===== config.mk =====
export PLATFORM = sky130hd
export DESIGN_NAME = minv_host_if
export DESIGN_NICKNAME = d
export VERILOG_FILES = /design/src/rtl/minv_host_if.sv
export SDC_FILE = /design/constraint.sdc
export NUM_CORES = 2
export LEC_CHECK = 0
export ABC_CLOCK_PERIOD_IN_PS = 2900
export CAP_MARGIN = 20
export CORE_AREA = 2 2 324 326
export CTS_CLUSTER_SIZE = 24
export DETAILED_ROUTE_END_ITERATION = 16
export DIE_AREA = 0 0 326 328
export SLEW_MARGIN = 30
export SYNTH_ARGS = -nofsm -noshare
export SYNTH_HDL_FRONTEND = slang
export SYNTH_SLANG_ARGS = --single-unit

===== constraint.sdc =====
create_clock -name clk -period 2.9 [get_ports clk]
set_input_delay 0.725 -clock clk [delete_from_list [all_inputs] [get_ports clk]]
set_output_delay 0.725 -clock clk [all_outputs]
set_load 0.01 [all_outputs]

===== src/rtl/minv_host_if.sv =====
// Word-serial host front-end for the 256-bit modular-inversion engine: loads a/p, pulses minv_en, unloads result.
// Optional watchdog on the engine wait is enabled by defining MINV_TIMEOUT_EN.
module minv_host_if #(
   parameter int WORD_W      = 32,
   parameter int NWORDS      = 8,
   parameter int TIMEOUT_CYC = 65535
) (
   input  logic                     clk,
   input  logic                     rst,
   input  logic                     in_valid,
   output logic                     in_ready,
   input  logic [WORD_W-1:0]        in_data,
   output logic [WORD_W*NWORDS-1:0] a_out,
   output logic [WORD_W*NWORDS-1:0] p_out,
   output logic                     minv_en,
   input  logic                     minv_rdy,
   input  logic [WORD_W*NWORDS-1:0] res_in,
   output logic                     out_valid,
   input  logic                     out_ready,
   output logic [WORD_W-1:0]        out_data,
   output logic                     out_last,
   output logic                     out_err,
   output logic                     busy
);

   typedef enum logic [1:0] {
      ST_LOAD  = 2'd0,
      ST_START = 2'd1,
      ST_WAIT  = 2'd2,
      ST_SEND  = 2'd3
   } state_e;

   if ((WORD_W * NWORDS != 256) || (NWORDS != 8) || (TIMEOUT_CYC < 1) || (TIMEOUT_CYC > 65535)) begin : g_cfg_err
      $error("minv_host_if: unsupported parameter set");
   end

   state_e                     state_q;
   logic [3:0]                 wcnt_q;
   logic [WORD_W*NWORDS-1:0]   a_q;
   logic [WORD_W*NWORDS-1:0]   p_q;
   logic [WORD_W*NWORDS-1:0]   res_q;
   logic                       minv_en_q;
   logic [WORD_W-1:0]          out_data_q;
   logic                       out_last_q;
   logic                       busy_q;
   logic [2:0]                 widx_s;
   logic [2:0]                 nidx_s;

   assign widx_s = wcnt_q[2:0];
   assign nidx_s = wcnt_q[2:0] + 3'd1;

`ifdef MINV_TIMEOUT_EN
   localparam logic [15:0] TMO_LIM = 16'(TIMEOUT_CYC);
   logic [15:0] wd_q;
   logic        err_q;
`endif

   // Load/start/wait/send sequencer; every output except the handshake decodes is a register here.
   always_ff @(posedge clk) begin
      if (rst) begin
         state_q    <= ST_LOAD;
         wcnt_q     <= 4'd0;
         a_q        <= '0;
         p_q        <= '0;
         res_q      <= '0;
         minv_en_q  <= 1'b0;
         out_data_q <= '0;
         out_last_q <= 1'b0;
         busy_q     <= 1'b0;
`ifdef MINV_TIMEOUT_EN
         wd_q       <= 16'd0;
         err_q      <= 1'b0;
`endif
      end else begin
         case (state_q)
            ST_LOAD: begin
               if (in_valid) begin
                  if (!wcnt_q[3]) begin
                     a_q[widx_s*WORD_W +: WORD_W] <= in_data;
                  end else begin
                     p_q[widx_s*WORD_W +: WORD_W] <= in_data;
                  end
                  if (wcnt_q == 4'd15) begin
                     state_q   <= ST_START;
                     wcnt_q    <= 4'd0;
                     minv_en_q <= 1'b1;
                     busy_q    <= 1'b1;
                  end else begin
                     wcnt_q <= wcnt_q + 4'd1;
                  end
               end
            end
            ST_START: begin
               minv_en_q <= 1'b0;
               state_q   <= ST_WAIT;
`ifdef MINV_TIMEOUT_EN
               wd_q      <= 16'd0;
`endif
            end
            ST_WAIT: begin
               // A ready arriving on the expiry cycle still wins over the watchdog.
               if (minv_rdy) begin
                  res_q      <= res_in;
                  out_data_q <= res_in[WORD_W-1:0];
                  out_last_q <= 1'b0;
                  state_q    <= ST_SEND;
`ifdef MINV_TIMEOUT_EN
                  err_q      <= 1'b0;
               end else if (wd_q == TMO_LIM) begin
                  res_q      <= '0;
                  out_data_q <= '0;
                  out_last_q <= 1'b0;
                  err_q      <= 1'b1;
                  state_q    <= ST_SEND;
               end else begin
                  wd_q <= wd_q + 16'd1;
`endif
               end
            end
            ST_SEND: begin
               if (out_ready) begin
                  if (widx_s == 3'd7) begin
                     state_q    <= ST_LOAD;
                     wcnt_q     <= 4'd0;
                     out_data_q <= '0;
                     out_last_q <= 1'b0;
                     busy_q     <= 1'b0;
`ifdef MINV_TIMEOUT_EN
                     err_q      <= 1'b0;
`endif
                  end else begin
                     wcnt_q     <= wcnt_q + 4'd1;
                     out_data_q <= res_q[nidx_s*WORD_W +: WORD_W];
                     out_last_q <= (nidx_s == 3'd7);
                  end
               end
            end
            default: begin
               state_q   <= ST_LOAD;
               wcnt_q    <= 4'd0;
               minv_en_q <= 1'b0;
               busy_q    <= 1'b0;
            end
         endcase
      end
   end

   assign in_ready  = (state_q == ST_LOAD);
   assign out_valid = (state_q == ST_SEND);
   assign a_out     = a_q;
   assign p_out     = p_q;
   assign minv_en   = minv_en_q;
   assign out_data  = out_data_q;
   assign out_last  = out_last_q;
   assign busy      = busy_q;

`ifdef MINV_TIMEOUT_EN
   assign out_err = err_q;
`else
   assign out_err = 1'b0;
`endif

endmodule

Word-level counts from Yosys, hierarchy flattened
Index checks and enable logic that the tools add are counted. W data, S select, Z words.

Register bits after elaboration: 809. Latch bits: 0. Memory bits (writable): 0. ROM bits: 0. Output and inout port bits: 550. Memories kept: 0.

$add $sub $neg: 3. Multipliers: 0. Divide/modulo/power cells: 0. Order comparisons: 0. Equality and inequality tests: 11. Shift-type cells: 3. Mux-type cells: 27. Bitwise logic cells: 1. Reduce and logical (&&, ||, !) cells: 12.

Operators by type and width (number): $bwmux W256 (2); $shift A32 B34 Y256 const A (1); $shiftx A256 B9 Y32 (1); $shiftx A32 B34 Y256 (1); $mux W32 (3); $pmux W32 S2 (1); $neg A8 Y34 (1); $mux W4 (4); $reduce_and A3 Y1 (5); $mux W2 (5); $reduce_and A5 Y1 (2); $pmux W2 S4 (1); $pmux W4 S2 (1); $mux W1 (7); $eq A3 B3 Y1 const B (2); $ne A2 B1 Y1 const B (3); $pmux W1 S2 (3); $reduce_bool A2 Y1 (3); $add A4 B1 Y4 const B (1); $eq A2 B2 Y1 const B (2); $eq A4 B4 Y1 const B (1); $ne A2 B2 Y1 const B (2); $add A3 B1 Y3 const B (1); $eq A2 B1 Y1 const B (1); other kinds (3) (3).

Logic depth before layout (Yosys ltp)
Depth after elaboration: 5. Depth in mapped cells: 11. Mapped depth without buffers: 7.

Worst setup path before layout
Ideal clock, no wire load.

Path kind: register -> register. From: register wcnt_q[0]. To: register a_q[10] (netlist: a_out[10]). Setup time: 132 ps. Data arrival time: 2703 ps. Slack: 65 ps. Stages on the path, launching flop included: 12. Path buffers: 4. Clock period less this slack: 2835 ps. Path through: dfxtp_1 buf_2 inv_1 ha_1 ha_1 clkbuf_1 or3b_2 or4_1 clkbuf_1 buf_2 nand2_1 a21oi_1.

Longest elaborated chain between the ends: 3.

RTL lines: start, declared (RTL line 38) `logic [3:0] wcnt_q;`; start signal, assigned (RTL line 89) `wcnt_q <= wcnt_q + 4'd1;`; start signal, assigned (RTL line 132) `wcnt_q <= wcnt_q + 4'd1;`; $neg A8 Y34 * (RTL line 79) `a_q[widx_s*WORD_W +: WORD_W] <= in_data;`; $shiftx A32 B34 Y256 or $shift A32 B34 Y256 (tied branches) (RTL line 79); $bwmux W256 * (RTL line 79); end signal, assigned by index (RTL line 79); end, declared (RTL line 39) `logic [WORD_W*NWORDS-1:0] a_q;`.

Every way passes the cells marked *; elsewhere a longest branch is shown, timed or not. A chain may end at the register's enable or synchronous reset.

Worst setup path in the final report
From: register state_q[0]. To: output port out_valid.

Longest elaborated chain between the ends: 1.

RTL lines: start, declared (RTL line 37) `state_e state_q;`; start signal, assigned (RTL line 61) `state_q <= ST_LOAD;`; start signal, assigned (RTL line 84) `state_q <= ST_START;`; start signal, assigned (RTL line 95) `state_q <= ST_WAIT;`; $eq A2 B2 Y1 (RTL line 149) `assign out_valid = (state_q == ST_SEND);`; end, declared (RTL line 18) `output logic out_valid,`.

No other way between the ends.

==> results.ini <==
[power_and_ir_drop]
leakage_nw=15.0
p_per_area_nw_per_um2=542
vdd_drop_max_mv=0.499
p_total_mw=24.3

[cts]
cts_buffer_depth=3
hold_buffers=0
cts_buffers=90
cts_root_buf=clkbuf_16
post_cts_resize_count=2
clkTransAtPathRegs_ns=0.06
h-tree-depth=3
cts_tree=built
post_cts_buffers=0
numClockSinks=809
clk_latency_ns=0.67

[logic_synthesis]
ys_seq_elements=809
synth-seq-area-share=0.511
avgSynthCellArea_um2=8.67
syn_inst=3651
syn-num-nets=3954
synth.yosys.warnings=0
synth.cell_area_um2=31700
ys_types=48

[floorplanning]
rows=118
io_pins=843
die_w_um=326
die_y_um=328
die_area_um2=107000
coreArea_um2=103000
initial_core_util=0.307

[routing]
drt-initial-drc-count=2579
wl_per_cell_um=23.7
first_pass_iters=5
wl_um=138000
via_count=29600
drc=0
vias_per_cell=5.09
antenna_left=0

[job]
drv_cap=0

[cells_and_area]
stdcell_area_um2=44900
fillCellCount=10200
mostFrequentLayoutCells=nand2_1, clkdlybuf4s50_1, dfxtp_1
syn_to_final_growth_pct=41.7
drive_gt1_frac=0.0747
nets=4657
mostFrequentLayoutCell=nand2_1

[placement]
place_congestion=0.835
placed_cell_area_um2=41900
port_buffers=841
dpl.hpwl_um=97300

[timing]
setup_violations=0
final.setup_skew_ns=0.0319
slew_violations=0
relSlewSlack=0.363
finalCritPeriodShare=0.957
finalSetupTns_ns=0
rsz0062_at_grt=false
finalHoldViolations=0
period_minus_slack_ns=2.78
holdWs_ns=0.451
max_freq_mhz=360
tightest_slew_ns=0.956

[outcome]
status=finished, final reports clean

[global_route]
grtUsageMet3=0.0718
grt_start_max_net_pins=167
grt_pass1_vias=27500
use_met2=0.414
grt.total_usage=0.246
grt_pass1_wl_um=196000
gr-usage-met1=0.296
grt-busiest-layer=met2
antenna_found_initial=24
overflow=0

[critical_path]
endpoint_kind=output pin
cp_max_fo=5
cp.required_ns=2.17
critPathArrivalTime_ns=2.05
cp-start-kind=flop
path_class=reg2out

[min_path]
hp-class=reg2reg

[kinds of logic after synthesis]
family / after synthesis / share of synthesized area
compound gates: 811 / 0.141
mux: 231 / 0.0861
buf+inv: 358 / 0.0451
flops: 809 / 0.511
other cells: 1 / 0.000118
fa+ha+maj: 10 / 0.00395
simple gates: 1431 / 0.213
[per-stage QoR]
step	cells	setup slack, ns	utilization
5_1_grt	5810	0.0235	0.435
4_1_cts	5809	0.0664	0.435
3_5_place_dp	5642	0.104	0.406
6_report	5813	0.124	0.435
2_1_floorplan	3651	0.0650	-
3_3_place_gp	5642	0.119	0.406
[path summary, 6_finish.rpt]
check	start	to	slack, ns	depth (start not counted)
setup / recovery	state_q[0]	out_valid	0.12	2
hold reg to reg	res_q[158]	res_q[158]	0.45	2
hold / removal	res_q[158]	res_q[158]	0.45	2
setup reg to reg	wcnt_q[0]	out_data[12]	0.22	7
[registers in the layout, indices dropped and copies added (netlist names)]
register  count
wcnt_q        4
out_last      1
state_q       2
res_q       256
minv_en       1
a_out       256
p_out       256
busy          1
out_data     32
[layer usage]
layer,up-vias,part of all wire
li1,13800,-
met1,14200,0.39
met2,1263,0.48
met3,254,0.086
met4,30,0.041
met5,-,0.0015
[synth_stat cells (all sizes together)]
master	number	area [um2]
nor4	9	103
or4	7	52.6
a21oi	465	2330
a2bb2oi	1	8.76
or3b	2	17.5
a22oi	63	473
nor2b	6	37.5
a221oi	1	8.76
nand3	183	916
mux4	33	743
o31ai	1	21.3
nor3	7	50.1
nand2b	193	1210
a211oi	1	7.51
nand3b	113	848
and3	4	25.0
or3	8	55.1
mux2	2	22.5
o21ai	212	1060
nand2	873	3280
and2	5	31.3
nor2	11	41.3
inv	8	30.0
o211ai	31	233
nand4	3	18.8
nor4b	1	8.76
a21bo	2	20.0
nand4b	2	17.5
dfxtp	809	16200
or2	4	27.5
buf	62	315
a22o	33	289
clkbuf	288	1080
ha	10	125
conb	1	3.75
o41ai	1	8.76
mux2i	196	1960
[final cells by class]
class                   instances  area, um2  share of cell area
inverters                       8       30.0            0.000669
repair buffers                961       9780               0.218
clock inverters                30        317             0.00705
well taps                    1380       1730              0.0385
clock buffers                 137       2620              0.0584
multi-input cells            2484      14200               0.316
flip-flops and latches        809      16200               0.361
diodes                          4       10.0            0.000223
[worst max-delay path, stage by stage, from the launching register on]
cell and delay, ns:
dfxtp_1 0.39, ha_2 0.32, clkdlybuf4s50_1 0.67
[where the power goes]
part / switching (mW) / total (mW) / internal [mW]
logic: 0.986 / 1.74 / 0.755
clock network: 4.92 / 11.4 / 6.48
registers: 0.0219 / 11.2 / 11.1
No activity file was read; power rests on OpenSTA's default activity.
